[src/rtl/branch_predict_tracker_pkg.sv]
// Shared definitions for the branch prediction tracker.
// Purpose : default sizes and the layout of one tracker entry.
// An entry is packed as {addr[LOWER-1:0], pred}. The prediction bit sits at
// bit 0 and the PC low bits fill the bits above it.
package branch_predict_tracker_pkg;

  localparam int LOWER_DEFAULT = 5;
  localparam int DEPTH_DEFAULT = 4;

  // Bit position of the predicted direction inside a packed entry.
  localparam int PRED_BIT = 0;

  // Width of one packed entry for a given address width.
  function automatic int entry_width(input int lower);
    return lower + 1;
  endfunction

endpackage

[src/rtl/branch_predict_tracker_if.sv]
// Bus between fetch/execute and the branch prediction tracker.
// Purpose : bundles the push/resolve/flush controls and the BHT update,
//           status and error outputs.
// Modports: master - driven by the fetch/execute side
//           slave  - the tracker itself
interface branch_predict_tracker_if
  import branch_predict_tracker_pkg::*;
#(
  parameter int LOWER = LOWER_DEFAULT,
  parameter int DEPTH = DEPTH_DEFAULT
);

  localparam int CW = $clog2(DEPTH + 1);

  logic             push;
  logic [LOWER-1:0] push_addr;
  logic             push_pred;
  logic             resolve;
  logic             resolve_taken;
  logic             flush;
  logic             full;
  logic             empty;
  logic [CW-1:0]    count;
  logic             upd_en;
  logic [LOWER-1:0] upd_addr;
  logic             upd_taken;
  logic             mispredict;
  logic             overflow;
  logic             underflow;

  modport master (
    output push, push_addr, push_pred, resolve, resolve_taken, flush,
    input  full, empty, count, upd_en, upd_addr, upd_taken, mispredict,
           overflow, underflow
  );

  modport slave (
    input  push, push_addr, push_pred, resolve, resolve_taken, flush,
    output full, empty, count, upd_en, upd_addr, upd_taken, mispredict,
           overflow, underflow
  );

endinterface

[src/rtl/branch_predict_tracker_pred_fifo.sv]
// pred_fifo: generic DEPTH x WIDTH circular buffer.
// Purpose : in-order store with push/pop/flush and occupancy tracking.
// Ports   : clk, arst_n (async active-low)
//           push/push_data - write request and data
//           pop            - read request; pop_data shows the head entry
//           flush          - clear pointers and count after the edge
//           count/full/empty - registered occupancy
//           pop_fire       - pop accepted this cycle (pop && !empty)
module pred_fifo
  import branch_predict_tracker_pkg::*;
#(
  parameter int WIDTH = entry_width(LOWER_DEFAULT),
  parameter int DEPTH = DEPTH_DEFAULT
) (
  input  logic                       clk,
  input  logic                       arst_n,
  input  logic                       push,
  input  logic [WIDTH-1:0]           push_data,
  input  logic                       pop,
  input  logic                       flush,
  output logic [WIDTH-1:0]           pop_data,
  output logic [$clog2(DEPTH+1)-1:0] count,
  output logic                       full,
  output logic                       empty,
  output logic                       pop_fire
);

  localparam int PW = $clog2(DEPTH);
  localparam int CW = $clog2(DEPTH + 1);

  logic [WIDTH-1:0] mem [DEPTH];
  logic [PW-1:0]    wr_ptr_reg;
  logic [PW-1:0]    rd_ptr_reg;
  logic [CW-1:0]    count_reg;
  logic             push_fire;

  assign full     = (count_reg == CW'(DEPTH));
  assign empty    = (count_reg == '0);
  assign count    = count_reg;
  assign pop_fire = pop && !empty;
  // When full, a same-cycle pop frees the head slot, which is exactly where
  // wr_ptr points, so the push can land there. A flush discards the push.
  assign push_fire = push && !flush && (!full || pop_fire);
  assign pop_data  = mem[rd_ptr_reg];

  // Storage is deliberately not reset; only the pointers define validity.
  genvar gi;
  generate
    for (gi = 0; gi < DEPTH; gi++) begin : g_slot
      always_ff @(posedge clk) begin
        if (push_fire && (wr_ptr_reg == PW'(gi))) begin
          mem[gi] <= push_data;
        end
      end
    end
  endgenerate

  always_ff @(posedge clk or negedge arst_n) begin
    if (!arst_n) begin
      wr_ptr_reg <= '0;
      rd_ptr_reg <= '0;
      count_reg  <= '0;
    end else if (flush) begin
      wr_ptr_reg <= '0;
      rd_ptr_reg <= '0;
      count_reg  <= '0;
    end else begin
      if (push_fire) wr_ptr_reg <= wr_ptr_reg + PW'(1);
      if (pop_fire)  rd_ptr_reg <= rd_ptr_reg + PW'(1);
      case ({push_fire, pop_fire})
        2'b10:   count_reg <= count_reg + CW'(1);
        2'b01:   count_reg <= count_reg - CW'(1);
        default: count_reg <= count_reg;
      endcase
    end
  end

endmodule

[src/rtl/branch_predict_tracker.sv]
// branch_predict_tracker: in-order tracker of in-flight branch predictions.
// Purpose : records {PC low bits, predicted direction} at fetch, pops the
//           oldest record when execute resolves it and emits a registered
//           BHT update plus a one-cycle mispredict pulse.
// Ports   : clk    - rising-edge clock
//           arst_n - asynchronous active-low reset
//           bus    - slave side of branch_predict_tracker_if
//                    (push/resolve/flush in; status, update and sticky
//                    overflow/underflow flags out)
module branch_predict_tracker
  import branch_predict_tracker_pkg::*;
#(
  parameter int LOWER = LOWER_DEFAULT,
  parameter int DEPTH = DEPTH_DEFAULT
) (
  input  logic                      clk,
  input  logic                      arst_n,
  branch_predict_tracker_if.slave   bus
);

  localparam int EW = entry_width(LOWER);

  logic [EW-1:0]    push_entry;
  logic [EW-1:0]    pop_entry;
  logic             pop_fire;
  logic             pop_pred;
  logic [LOWER-1:0] pop_addr;

  logic             upd_en_reg;
  logic [LOWER-1:0] upd_addr_reg;
  logic             upd_taken_reg;
  logic             mispredict_reg;
  logic             overflow_reg;
  logic             underflow_reg;

  assign push_entry = {bus.push_addr, bus.push_pred};
  assign pop_pred   = pop_entry[PRED_BIT];
  assign pop_addr   = pop_entry[EW-1 -: LOWER];

  pred_fifo #(
    .WIDTH (EW),
    .DEPTH (DEPTH)
  ) u_pred_fifo (
    .clk       (clk),
    .arst_n    (arst_n),
    .push      (bus.push),
    .push_data (push_entry),
    .pop       (bus.resolve),
    .flush     (bus.flush),
    .pop_data  (pop_entry),
    .count     (bus.count),
    .full      (bus.full),
    .empty     (bus.empty),
    .pop_fire  (pop_fire)
  );

  // Update path: a valid pop (also in a flush cycle) produces one pulse.
  // Address and outcome hold their last value between pulses.
  always_ff @(posedge clk or negedge arst_n) begin
    if (!arst_n) begin
      upd_en_reg     <= 1'b0;
      upd_addr_reg   <= '0;
      upd_taken_reg  <= 1'b0;
      mispredict_reg <= 1'b0;
    end else begin
      upd_en_reg     <= pop_fire;
      mispredict_reg <= pop_fire && (pop_pred != bus.resolve_taken);
      if (pop_fire) begin
        upd_addr_reg  <= pop_addr;
        upd_taken_reg <= bus.resolve_taken;
      end
    end
  end

  // Sticky error flags. A push into a full buffer is only lost when no pop
  // frees a slot; a push discarded by flush is not an overflow.
  always_ff @(posedge clk or negedge arst_n) begin
    if (!arst_n) begin
      overflow_reg  <= 1'b0;
      underflow_reg <= 1'b0;
    end else begin
      if (bus.push && bus.full && !pop_fire && !bus.flush) overflow_reg <= 1'b1;
      if (bus.resolve && bus.empty) underflow_reg <= 1'b1;
    end
  end

  assign bus.upd_en     = upd_en_reg;
  assign bus.upd_addr   = upd_addr_reg;
  assign bus.upd_taken  = upd_taken_reg;
  assign bus.mispredict = mispredict_reg;
  assign bus.overflow   = overflow_reg;
  assign bus.underflow  = underflow_reg;

endmodule

[src/flat_wrapper.sv]
// flat-port wrapper written by rule: the top's interface ports become plain ports
module branch_predict_tracker_flat import branch_predict_tracker_pkg::*;
#(
  parameter int LOWER = LOWER_DEFAULT,
  parameter int DEPTH = DEPTH_DEFAULT
)
  (clk, arst_n, bus_push, bus_push_addr, bus_push_pred, bus_resolve, bus_resolve_taken, bus_flush, bus_full, bus_empty, bus_count, bus_upd_en, bus_upd_addr, bus_upd_taken, bus_mispredict, bus_overflow, bus_underflow);
  branch_predict_tracker_if #(.LOWER(LOWER), .DEPTH(DEPTH)) bus_i ();
  input  logic clk;
  input  logic arst_n;
  input wire logic [$bits(bus_i.push)-1:0] bus_push;
  input wire logic [$bits(bus_i.push_addr)-1:0] bus_push_addr;
  input wire logic [$bits(bus_i.push_pred)-1:0] bus_push_pred;
  input wire logic [$bits(bus_i.resolve)-1:0] bus_resolve;
  input wire logic [$bits(bus_i.resolve_taken)-1:0] bus_resolve_taken;
  input wire logic [$bits(bus_i.flush)-1:0] bus_flush;
  output wire logic [$bits(bus_i.full)-1:0] bus_full;
  output wire logic [$bits(bus_i.empty)-1:0] bus_empty;
  output wire logic [$bits(bus_i.count)-1:0] bus_count;
  output wire logic [$bits(bus_i.upd_en)-1:0] bus_upd_en;
  output wire logic [$bits(bus_i.upd_addr)-1:0] bus_upd_addr;
  output wire logic [$bits(bus_i.upd_taken)-1:0] bus_upd_taken;
  output wire logic [$bits(bus_i.mispredict)-1:0] bus_mispredict;
  output wire logic [$bits(bus_i.overflow)-1:0] bus_overflow;
  output wire logic [$bits(bus_i.underflow)-1:0] bus_underflow;
  assign bus_i.push = bus_push;
  assign bus_i.push_addr = bus_push_addr;
  assign bus_i.push_pred = bus_push_pred;
  assign bus_i.resolve = bus_resolve;
  assign bus_i.resolve_taken = bus_resolve_taken;
  assign bus_i.flush = bus_flush;
  assign bus_full = bus_i.full;
  assign bus_empty = bus_i.empty;
  assign bus_count = bus_i.count;
  assign bus_upd_en = bus_i.upd_en;
  assign bus_upd_addr = bus_i.upd_addr;
  assign bus_upd_taken = bus_i.upd_taken;
  assign bus_mispredict = bus_i.mispredict;
  assign bus_overflow = bus_i.overflow;
  assign bus_underflow = bus_i.underflow;
  branch_predict_tracker #(.LOWER(LOWER), .DEPTH(DEPTH)) u_core (.clk(clk), .arst_n(arst_n), .bus(bus_i));
endmodule
[config.mk]
export PLATFORM = sky130hd
export DESIGN_NAME = branch_predict_tracker_flat
export DESIGN_NICKNAME = d
export VERILOG_FILES = /design/src/rtl/branch_predict_tracker_pkg.sv /design/src/rtl/branch_predict_tracker_if.sv /design/src/rtl/branch_predict_tracker_pred_fifo.sv /design/src/rtl/branch_predict_tracker.sv /design/src/flat_wrapper.sv
export SDC_FILE = /design/constraint.sdc
export NUM_CORES = 1
export LEC_CHECK = 0
export BUFFER_PORTS_ARGS = -buffer_cell sky130_fd_sc_hd__buf_4
export CORE_MARGIN = 3
export CORE_UTILIZATION = 55
export CTS_CLUSTER_DIAMETER = 50
export DETAILED_ROUTE_END_ITERATION = 12
export PLACE_DENSITY = 0.78
export REMOVE_ABC_BUFFERS = 1
export SLEW_MARGIN = 15
export SYNTH_ARGS = -nofsm -noshare
export SYNTH_HDL_FRONTEND = slang
export SYNTH_HIERARCHICAL = 1
export SYNTH_SLANG_ARGS = --single-unit
[constraint.sdc]
create_clock -name clk -period 2.6 [get_ports clk]
set_input_delay 0.39 -clock clk [delete_from_list [all_inputs] [get_ports clk]]
set_output_delay 0.39 -clock clk [all_outputs]
set_load 0.01 [all_outputs]
-- Word-level counts from Yosys, hierarchy flattened
Memories as Yosys holds them, arrays and structs flattened.
Cells that the tools add are included.
- flip-flop bits (word level): 17
- memory bits (writable): 24
- bits of input ports: 12
- output and inout port bits: 15
- memories: 1
- memory list (memory ; words ; bits a word ; rd ports ; clocked after memory_dff ; wr ports ; RTL line ; text):
    u_core.u_pred_fifo.mem ; 4 ; 6 ; 1 ; 0 ; 1 ; branch_predict_tracker_pred_fifo.sv:31 ; logic [WIDTH-1:0] mem [DEPTH];
- add/subtract/negate cells: 4
- eq/ne operators: 7
- multiplexer cells: 23
- reductions and logical operators: 25
- operator list (cell ; number):
    2-to-1 mux 6 bit ; 3
    OR reduction 6 bit ; 3
    2-to-1 mux 2 bit ; 7
    logical AND 1 bit ; 12
    2-to-1 mux 1 bit ; 11
    equality test 2 bit (second input constant) ; 3
    one-hot mux 3 bit (2 select lines) ; 1
    adder 2 x 1 -> 2 bit (second input constant) ; 2
    equality test 2 x 1 -> 1 bit (second input constant) ; 2
    logical NOT 1 bit ; 4
    nonzero test 2 bit ; 2
    adder 3 x 1 -> 3 bit (second input constant) ; 1
    equality test 3 bit (second input constant) ; 1
    logical NOT 3 bit ; 1
    2-to-1 mux 3 bit ; 1
    nonzero test 3 bit ; 1
    subtractor 3 x 1 -> 3 bit (second input constant) ; 1
    logical NOT 2 bit ; 1
    logical OR 1 bit ; 1
    inequality test 1 bit ; 1

-- Logic depth before layout (Yosys ltp)
Gate-level depths: netlist (run 1).
- depth in word-level cells: 12
- depth in mapped cells: 7
- depth with buffers taken out: 6

-- Hierarchy
The synthesis (run 1) kept the hierarchy.
- by module, submodules not included (module ; instances ; cells each ; area each (um^2) ; sequential area each (um^2)):
    pred_fifo ; 1 ; 82 ; 1368.8 ; 895.9
    branch_predict_tracker ; 1 ; 22 ; 387.9 ; 250.2

-- Worst setup path before layout (run 1)
Ideal clock, no wire load.
- path type: register to register
- from: register u_core.u_pred_fifo.count_reg[0] (netlist: u_core/u_pred_fifo/count[0])
- to: register u_core.u_pred_fifo.count_reg[2] (netlist: u_core/u_pred_fifo/count[2])
- setup time: 0.128 ns
- arrival: 1.898 ns
- data required time: 2.472 ns
- setup slack: 0.575 ns
- cell stages (with the launch flop): 7
- buffers on the path: 0
- cells stage by stage: dfrtp_1 -> o31ai_4 -> a21oi_1 -> fa_1 -> nor3_1 -> a31oi_1 -> mux2_1
- longest elaborated chain between the ends: 8
- elaborated cells between the ends (all ways): 14
- ends and longest elaborated chain (item ; RTL line ; text):
    from (decl) ; branch_predict_tracker_pred_fifo.sv:34 ; logic [CW-1:0] count_reg;
    from (signal assigned) ; branch_predict_tracker_pred_fifo.sv:71 ; 2'b10: count_reg <= count_reg + CW'(1);
    from (signal assigned) ; branch_predict_tracker_pred_fifo.sv:72 ; 2'b01: count_reg <= count_reg - CW'(1);
    from (signal assigned) ; branch_predict_tracker_pred_fifo.sv:73 ; default: count_reg <= count_reg;
    logical NOT 3 bit ; branch_predict_tracker_pred_fifo.sv:38 ; assign empty = (count_reg == '0);
    logical NOT 1 bit ; branch_predict_tracker_pred_fifo.sv:40 ; assign pop_fire = pop && !empty;
    logical AND 1 bit ; branch_predict_tracker_pred_fifo.sv:40 ;
    logical OR 1 bit ; branch_predict_tracker_pred_fifo.sv:43 ; assign push_fire = push && !flush && (!full || pop_fire);
    logical AND 1 bit ; branch_predict_tracker_pred_fifo.sv:43 ;
    equality test 2 x 1 -> 1 bit or equality test 2 bit (tied branches) ; branch_predict_tracker_pred_fifo.sv:70 ; case ({push_fire, pop_fire})
    one-hot mux 3 bit (2 select lines) ; branch_predict_tracker_pred_fifo.sv:70 ;
    2-to-1 mux 3 bit ; branch_predict_tracker_pred_fifo.sv:63 ; end else if (flush) begin
Several ways; a longest one is shown, not always the timed one.
A chain may end at the register's enable or synchronous reset.

-- Final worst setup path (run 1)
Same ends and word-level chain as after synthesis.

==> results of run 1 <==
==> synth_stat cells (all sizes together) <==
cell and n:
a21o 1, fa 1, a31oi 1, mux2 8
xor2 2, and2 5, buf 4, nor3b 1
mux2i 2, edfxtp 24, nor2b 2, o31ai 2
inv 5, nand2 5, nand2b 1, ha 4
a31o 1, nor3 2, xnor2 1, nor2 6
a21oi 3, dfrtp 17, mux4 6
==> power breakdown <==
part	internal [mW]	switching, mW	total [mW]
sequential	0.783	0.0856	0.868
combinational	0.265	0.182	0.447
clock	0.104	0.185	0.289
total	1.15	0.452	1.60
==> routing by layer <==
metal | vias to the layer above | track usage, % | part of all wire [%]
met2 | 27 | 27.03 | 49
met5 | - | 0 | 0
met4 | 0 | 6.612 | 1.3
met3 | 4 | 5.036 | 4.5
met1 | 478 | 21.87 | 45
li1 | 439 | - | -
==> area by class of cell <==
cell class | count | area, µm²
sequential | 41 | 1146
fill | 203 | 862.1
multi-input combinational | 54 | 566.8
timing repair buffer | 27 | 205.2
tap | 42 | 52.55
clock buffer | 7 | 45.04
inverter | 5 | 18.77
clock inverter | 1 | 3.754
==> timing repair <==
action / CTS / global route
buffers inserted: 0 / 0
gates resized for setup: 0 / 0
hold endpoints to repair: 17 / 0
hold buffers: 1 / 0
==> metrics by stage <==
step           area, µm²  cells  setup slack [ps]  hold slack [ps]
6_report            2038    177             477.5            240.7
5_1_grt             2038    177             279.6            220.5
4_1_cts             2038    177             481.8            222.7
3_5_place_dp        1979    168             495.8            271.8
3_3_place_gp        1979    168             574.7            266.5
2_1_floorplan       1732    100             574.6            94.41
==> worst max-delay path: stages (launching register included) <==
cell and delay [ps]:
dfrtp_1 520, o31ai_4 410, a21oi_1 110, fa_1 400, nor3_1 190, a31oi_1 70, mux2_1 330
==> worst paths after layout <==
kind	slack [ps]	cells past startpoint	start	to
min in group asynchronous	450	2	arst_n	u_core/bus.upd_addr[2]
worst min register to register	470	1	u_core/bus.underflow	u_core/bus.underflow
worst min-delay path	240	1	bus_push_addr[0]	u_core/u_pred_fifo/mem[2][1]
worst max register to register	480	6	u_core/u_pred_fifo/count[0]	u_core/u_pred_fifo/count[2]
worst max-delay path	480	6	u_core/u_pred_fifo/count[0]	u_core/u_pred_fifo/count[2]
max in group asynchronous	1950	2	arst_n	u_core/u_pred_fifo/rd_ptr_reg[0]
==> cells by family after synthesis <==
group	count (synthesis)	share of synthesized area, %
compound gates	8	4.630
xor+xnor	3	1.496
fa+ha+maj	5	3.989
flops	41	65.24
simple gates	22	6.909
buf+inv	9	2.492
mux	16	15.24
==> flow_summary.ini, run 1 <==
[run_status]
status = finished clean

[timing]
hold_violations = 0
finalSetupViolCount = 0
rsz0062_at_grt = no
final-max-slew-violation-count = 0
min_period_ps = 2123
slew_headroom_pct = 68.86
post-route-period-util_pct = 81.64
max_freq_mhz = 471.1
tns_ps = 0
fin_skew_ps = 10.11
tightest_slew_ps = 467.1

[clocking]
clk_pin_slew_ps = 110
numCtsBuffers = 5
clock_latency_ps = 340
clock-root-buffer = clkbuf_4
clock-sinks = 41
clk_path_buf_depth = 2
cts_tree = built
cts.htree.levels = 2

[worst_setup_path]
required_ps = 2830
crit_arrival_ps = 2350
path_max_fanout = 7
start_kind = flip-flop
worstSetupPathType = flip-flop to flip-flop
crit_path_end_kind = flip-flop

[power_and_ir_drop]
max-vdd-ir-drop_mv = 0.4802
p_total_mw = 1.604
cellLeakagePower_nw = 0.8244
power_density_mw_per_mm2 = 787.1

[routing]
dr.pass1.iters = 4
drc = 0
wl_per_cell_um = 16.36
drt_iter0_markers = 22
viasPerCell = 5.356
vias = 948
ant_nets = 0
wl_um = 2896

[grt]
grt_usage_pct = 16.96
grt_max_degree = 18
grt_overflow = 0
antenna_found_initial = 0
grt_pass1_wl_um = 4961
grt_pass1_vias = 1019

[layout]
nNetsFinal = 151
final_cell_mix = buf_4, edfxtp_1, dfrtp_1
drive_gt1_share_pct = 36.30
fin_util_pct = 70.28
antenna_cells = 0
largest_register_ffs = 24
syn_to_final_growth_pct = 16.03
final_common_cell = buf_4

[die]
die_x_um = 62.52
rows = 19
pin_count = 27
chipHeight_um = 62.52
start_util_pct = 60.57
core_area_mm2 = 0.002900
die_area_mm2 = 0.003908

[place]
globalplace.congestion = 0.7484
hpwl_um = 2071
io_buffers = 26

[synthesis]
ys_ff_latch = 41
synth_top_area_cell = edfxtp_1
postSynthAreaPerCell_um2 = 16.89
yosys-top-cells-area = edfxtp_1, dfrtp_1, mux4_2, mux2_4, ha_1
synthDistinctLibCells = 31
syn_area_mm2 = 0.001757
synth_cells = 104
synth_warnings = 6
yosysSeqAreaShare_pct = 65.24
netlist.area_leader.share_pct = 41.03

[job]
drv_cap = 0

[min_path]
worst_hold_path_type = primary input to flip-flop
No activity file was read; power rests on OpenSTA's default activity.
==> run 2, diff against run 1 <==
Settings changed: ABC_AREA set to 1, PLACE_DENSITY 0.78 to 0.77.
Clock period 2.6 ns to 2 ns, I/O delays scaled along.
==> flow_summary.ini, run 2 <==
[worst_setup_path]
cp_slowest_stage_delay_ps = 470
crit_path_end_kind = flip-flop
path_max_fanout = 5
cpMostUsedCell = nand2_1
worstSetupPathType = flip-flop to flip-flop
cp_slowest_cell = dfrtp_2
crit_path_cell_trace = nor2_4 > nand2_2 > nand3_4 > inv_1 > fa_2 > xnor2_2 > inv_1 > nand2_1 > nand2_1 > nand3_1 > nand2_1
start_kind = flip-flop
required_ps = 2240
crit_arrival_ps = 2100

[timing]
rsz0062_at_grt = no
hold_violations = 0
tns_ps = 0
final-max-slew-violation-count = 0
post-route-period-util_pct = 93.06
holdWs_ps = 155.3
tightest_slew_ps = 371.5
slew_headroom_pct = 75.21
fin_skew_ps = 2.296
min_period_ps = 1861
finalSetupViolCount = 0
max_freq_mhz = 537.3

[power_and_ir_drop]
max-vdd-ir-drop_mv = 0.6415
power_density_mw_per_mm2 = 1113
cellLeakagePower_nw = 0.9692
p_total_mw = 2.449

[layout]
antenna_cells = 0
fin_util_pct = 71.50
fillers = 253
final_common_cell = buf_4
postLayoutCellArea_mm2 = 0.002201
syn_to_final_growth_pct = 22.41
largest_register_ffs = 24
final_cell_mix = buf_4, edfxtp_1, inv_1, nor2_1, nand2_1
nNetsFinal = 220
drive_gt1_share_pct = 32.84

[synthesis]
postSynthAreaPerCell_um2 = 10.96
synth_cells = 164
netlist.area_leader.share_pct = 40.08
synth_edf_count = 24
synth_top_area_cell = edfxtp_1
syn_area_mm2 = 0.001798
synthDistinctLibCells = 25
yosys-top-cells-area = edfxtp_1, dfrtp_1, o21ai_0, inv_1, nand2_1
ys.flop_type = edfxtp_1
synth_most_common_cell = edfxtp_1
ys_ff_latch = 41
yosysSeqAreaShare_pct = 63.74
synth_warnings = 6
yosys-top-cells-count = edfxtp_1, inv_1, nand2_1, nor2_1, o21ai_0
synthArstFlopShare_pct = 41.46

[grt]
grt_pass1_vias = 1286
grt_usage_pct = 18.58
grt_overflow = 0
grt_max_degree = 18
antenna_found_initial = 0
grt_pass1_wl_um = 5740

[routing]
wl_um = 3234
dr.pass1.iters = 4
wl_per_cell_um = 13.04
ant_nets = 0
vias = 1269
drc = 0
viasPerCell = 5.117
drt_iter0_markers = 94

[clocking]
cts_tree = built
clock_latency_ps = 330
clock-sinks = 41
cts.htree.levels = 2
numCtsBuffers = 5
clk_path_buf_depth = 2
clock-root-buffer = clkbuf_4
clk_pin_slew_ps = 120

[min_path]
worst_hold_path_type = primary input to flip-flop

[die]
die_x_um = 63.18
die_area_mm2 = 0.003991
core_area_mm2 = 0.003078
start_util_pct = 58.41
chipHeight_um = 63.18
pin_count = 27
rows = 20

[place]
io_buffers = 26
place_area_mm2 = 0.002079
hpwl_um = 2381
globalplace.congestion = 0.8874

[job]
drv_cap = 0

[run_status]
status = finished clean
[run 2: cell type report]
type                       instances  area (µm²)  area share [%]
multi-input combinational         94       550.5           25.01
clock buffer                       5       37.54           1.706
sequential                        41        1149           52.19
tap                               44       55.05           2.501
timing repair buffer              35       265.3           12.05
clock inverter                     3       46.29           2.103
inverter                          26       97.59           4.434
[run 2: timing repair]
item,CTS,global route
resized for setup,0,5
setup buffers,0,1
endpoints found under the hold margin,17,0
endpoints found under the setup margin,0,1
hold buffers,1,0
[run 2: layer usage]
layer | GRT usage [%] | vias up | part of all wire [%]
met5 | 0 | - | 0
met4 | 7.547 | 0 | 1.4
met3 | 6.061 | 5 | 7.9
met2 | 30.04 | 46 | 51
met1 | 23.09 | 597 | 40
li1 | - | 621 | -
[run 2: logic make-up after synthesis]
| kind of cell | after synthesis | share of synthesized area (%) |
|---|---|---|
| AND/OR/NAND/NOR | 56 | 15.17 |
| XOR/XNOR | 1 | 0.4872 |
| buffers and inverters | 29 | 6.611 |
| AO/OA/AOI/OAI | 32 | 10.09 |
| flip-flops | 41 | 63.74 |
| adder cells (fa/ha/maj) | 5 | 3.897 |
[run 2: power breakdown]
part,switching (mW),total [mW],internal (mW)
Sequential,0.0920,1.12,1.03
Combinational,0.454,0.805,0.351
Clock,0.256,0.521,0.265
[run 2: per-stage QoR]
stage,std cells,worst slack (ps)
2_1_floorplan,161,199.6
3_3_place_gp,238,175.1
3_5_place_dp,238,64.90
4_1_cts,247,31.59
5_1_grt,248,22.11
6_report,248,138.9
[run 2: path summary, 6_finish.rpt]
kind	start	to	slack, ps	depth (start not counted)
setup / recovery	u_core/u_pred_fifo/count[0]	u_core/u_pred_fifo/count[2]	140	11
hold / removal	bus_push_pred	u_core/u_pred_fifo/mem[0][0]	160	1
setup reg to reg	u_core/u_pred_fifo/count[0]	u_core/u_pred_fifo/count[2]	140	11
hold reg to reg	u_core/bus.underflow	u_core/bus.underflow	470	1
max in group asynchronous	arst_n	u_core/u_pred_fifo/count[1]	1460	2
min in group asynchronous	arst_n	u_core/bus.mispredict	340	2
[run 2: worst max-delay path, delay by kind of cell (launching register included)]
kind / cells / cell delay (ps)
XOR/XNOR: 1 / 190
adder cells (fa/ha/maj): 1 / 360
buffers and inverters: 2 / 120
flip-flops: 1 / 470
AND/OR/NAND/NOR: 7 / 600
==> run 3, diff against run 2 <==
Settings changed: MAX_ROUTING_LAYER set to met4.
==> flow_summary.ini, run 3 (same netlist as run 2, synthesis figures left out) <==
[timing]
tightest_slew_ps = 365.1
post-route-period-util_pct = 92.99
finalSetupViolCount = 0
slew_headroom_pct = 75.63
rsz0062_at_grt = no
min_period_ps = 1860
final-max-slew-violation-count = 0
tns_ps = 0
hold_violations = 0
max_freq_mhz = 537.7
fin_skew_ps = 4.149
holdWs_ps = 153.0

[routing]
viasPerCell = 5.097
drc = 0
vias = 1264
dr.pass1.iters = 4
drt_iter0_markers = 97
ant_nets = 0
wl_per_cell_um = 13.14
wl_um = 3258

[layout]
syn_to_final_growth_pct = 22.41
nNetsFinal = 220
regArea_mm2 = 0.001149
final_common_cell = buf_4
final_cell_mix = buf_4, edfxtp_1, inv_1, nor2_1, nand2_1
multi_input_area_um2 = 550.5
largest_register_ffs = 24
final_cells = 248
fillers = 253
drive_gt1_share_pct = 32.84
antenna_cells = 0
fin_util_pct = 71.50

[grt]
grt_pass1_wl_um = 5768
grt_max_degree = 18
grt_pass1_vias = 1286
antenna_found_initial = 0
grt_overflow = 0
grt_usage_pct = 19.23

[die]
rows = 20
die_area_mm2 = 0.003991
core_area_mm2 = 0.003078
die_x_um = 63.18
pin_count = 27
start_util_pct = 58.41
chipHeight_um = 63.18

[worst_setup_path]
critPathBufInv = 2
reg2regPathDepth = 11
start_kind = flip-flop
worstSetupPathType = flip-flop to flip-flop
required_ps = 2240
crit_path_cell_trace = nor2_4 > nand2_2 > nand3_4 > inv_1 > fa_2 > xnor2_2 > inv_1 > nand2_1 > nand2_1 > nand3_1 > nand2_1
path_depth = 11
cp_slowest_cell = dfrtp_2
path_max_fanout = 5
path_delay_family = simple AND/OR/NAND/NOR gates
cpMostUsedCell = nand2_1
crit_path_end_kind = flip-flop
cp_slowest_stage_delay_ps = 470
regToRegSetupSlack_ps = 140
crit_arrival_ps = 2100

[clocking]
clock-root-buffer = clkbuf_4
clock_latency_ps = 330
cts.htree.levels = 2
cts_tree = built
clk_pin_slew_ps = 120
clock-sinks = 41
numCtsBuffers = 5
clk_path_buf_depth = 2

[place]
dp.cells = 238
globalplace.congestion = 0.9023
io_buffers = 26
hpwl_um = 2381

[job]
drv_cap = 0

[run_status]
status = finished clean

[power_and_ir_drop]
cellLeakagePower_nw = 0.9692
max-vdd-ir-drop_mv = 0.6413
power_density_mw_per_mm2 = 1114
p_total_mw = 2.451

[min_path]
holdPathStages = 1
worst_hold_path_type = primary input to flip-flop
run 3: final cells by class:
cell class	count	share of cell area, %
sequential	41	52.19
inverter	26	4.434
clock inverter	3	2.103
clock buffer	5	1.706
timing repair buffer	35	12.05
multi-input combinational	94	25.01
tap	44	2.501
run 3: routing by layer:
metal	wire, µm	GRT usage [%]
met4	59	7.547
met1	1274	23.44
met5	0	-
met2	1689	30.04
met3	234	6.061
run 3: path summary, 6_finish.rpt:
kind,from,end
worst max-delay path,u_core/u_pred_fifo/count[0],u_core/u_pred_fifo/count[2]
min in group asynchronous,arst_n,u_core/bus.mispredict
max in group asynchronous,arst_n,u_core/u_pred_fifo/count[1]
worst min-delay path,bus_push_pred,u_core/u_pred_fifo/mem[0][0]
worst max register to register,u_core/u_pred_fifo/count[0],u_core/u_pred_fifo/count[2]
worst min register to register,u_core/bus.underflow,u_core/bus.underflow
run 3: power breakdown:
group,internal (mW),switching (mW)
Combinational,0.351,0.456
Sequential,1.03,0.0919
Clock,0.265,0.256
Total,1.65,0.804
run 3: timing repair:
action	in CTS	in global routing
gates resized for setup	0	5
endpoints found under the hold margin	17	0
hold buffers	1	0
endpoints found under the setup margin	0	1
setup buffers	0	1
run 3: stage by stage:
step	setup WS [ps]	cell area, µm²
2_1_floorplan	199.6	1777
3_3_place_gp	175.1	2079
3_5_place_dp	64.90	2079
4_1_cts	31.59	2173
5_1_grt	19.42	2201
6_report	140.2	2201
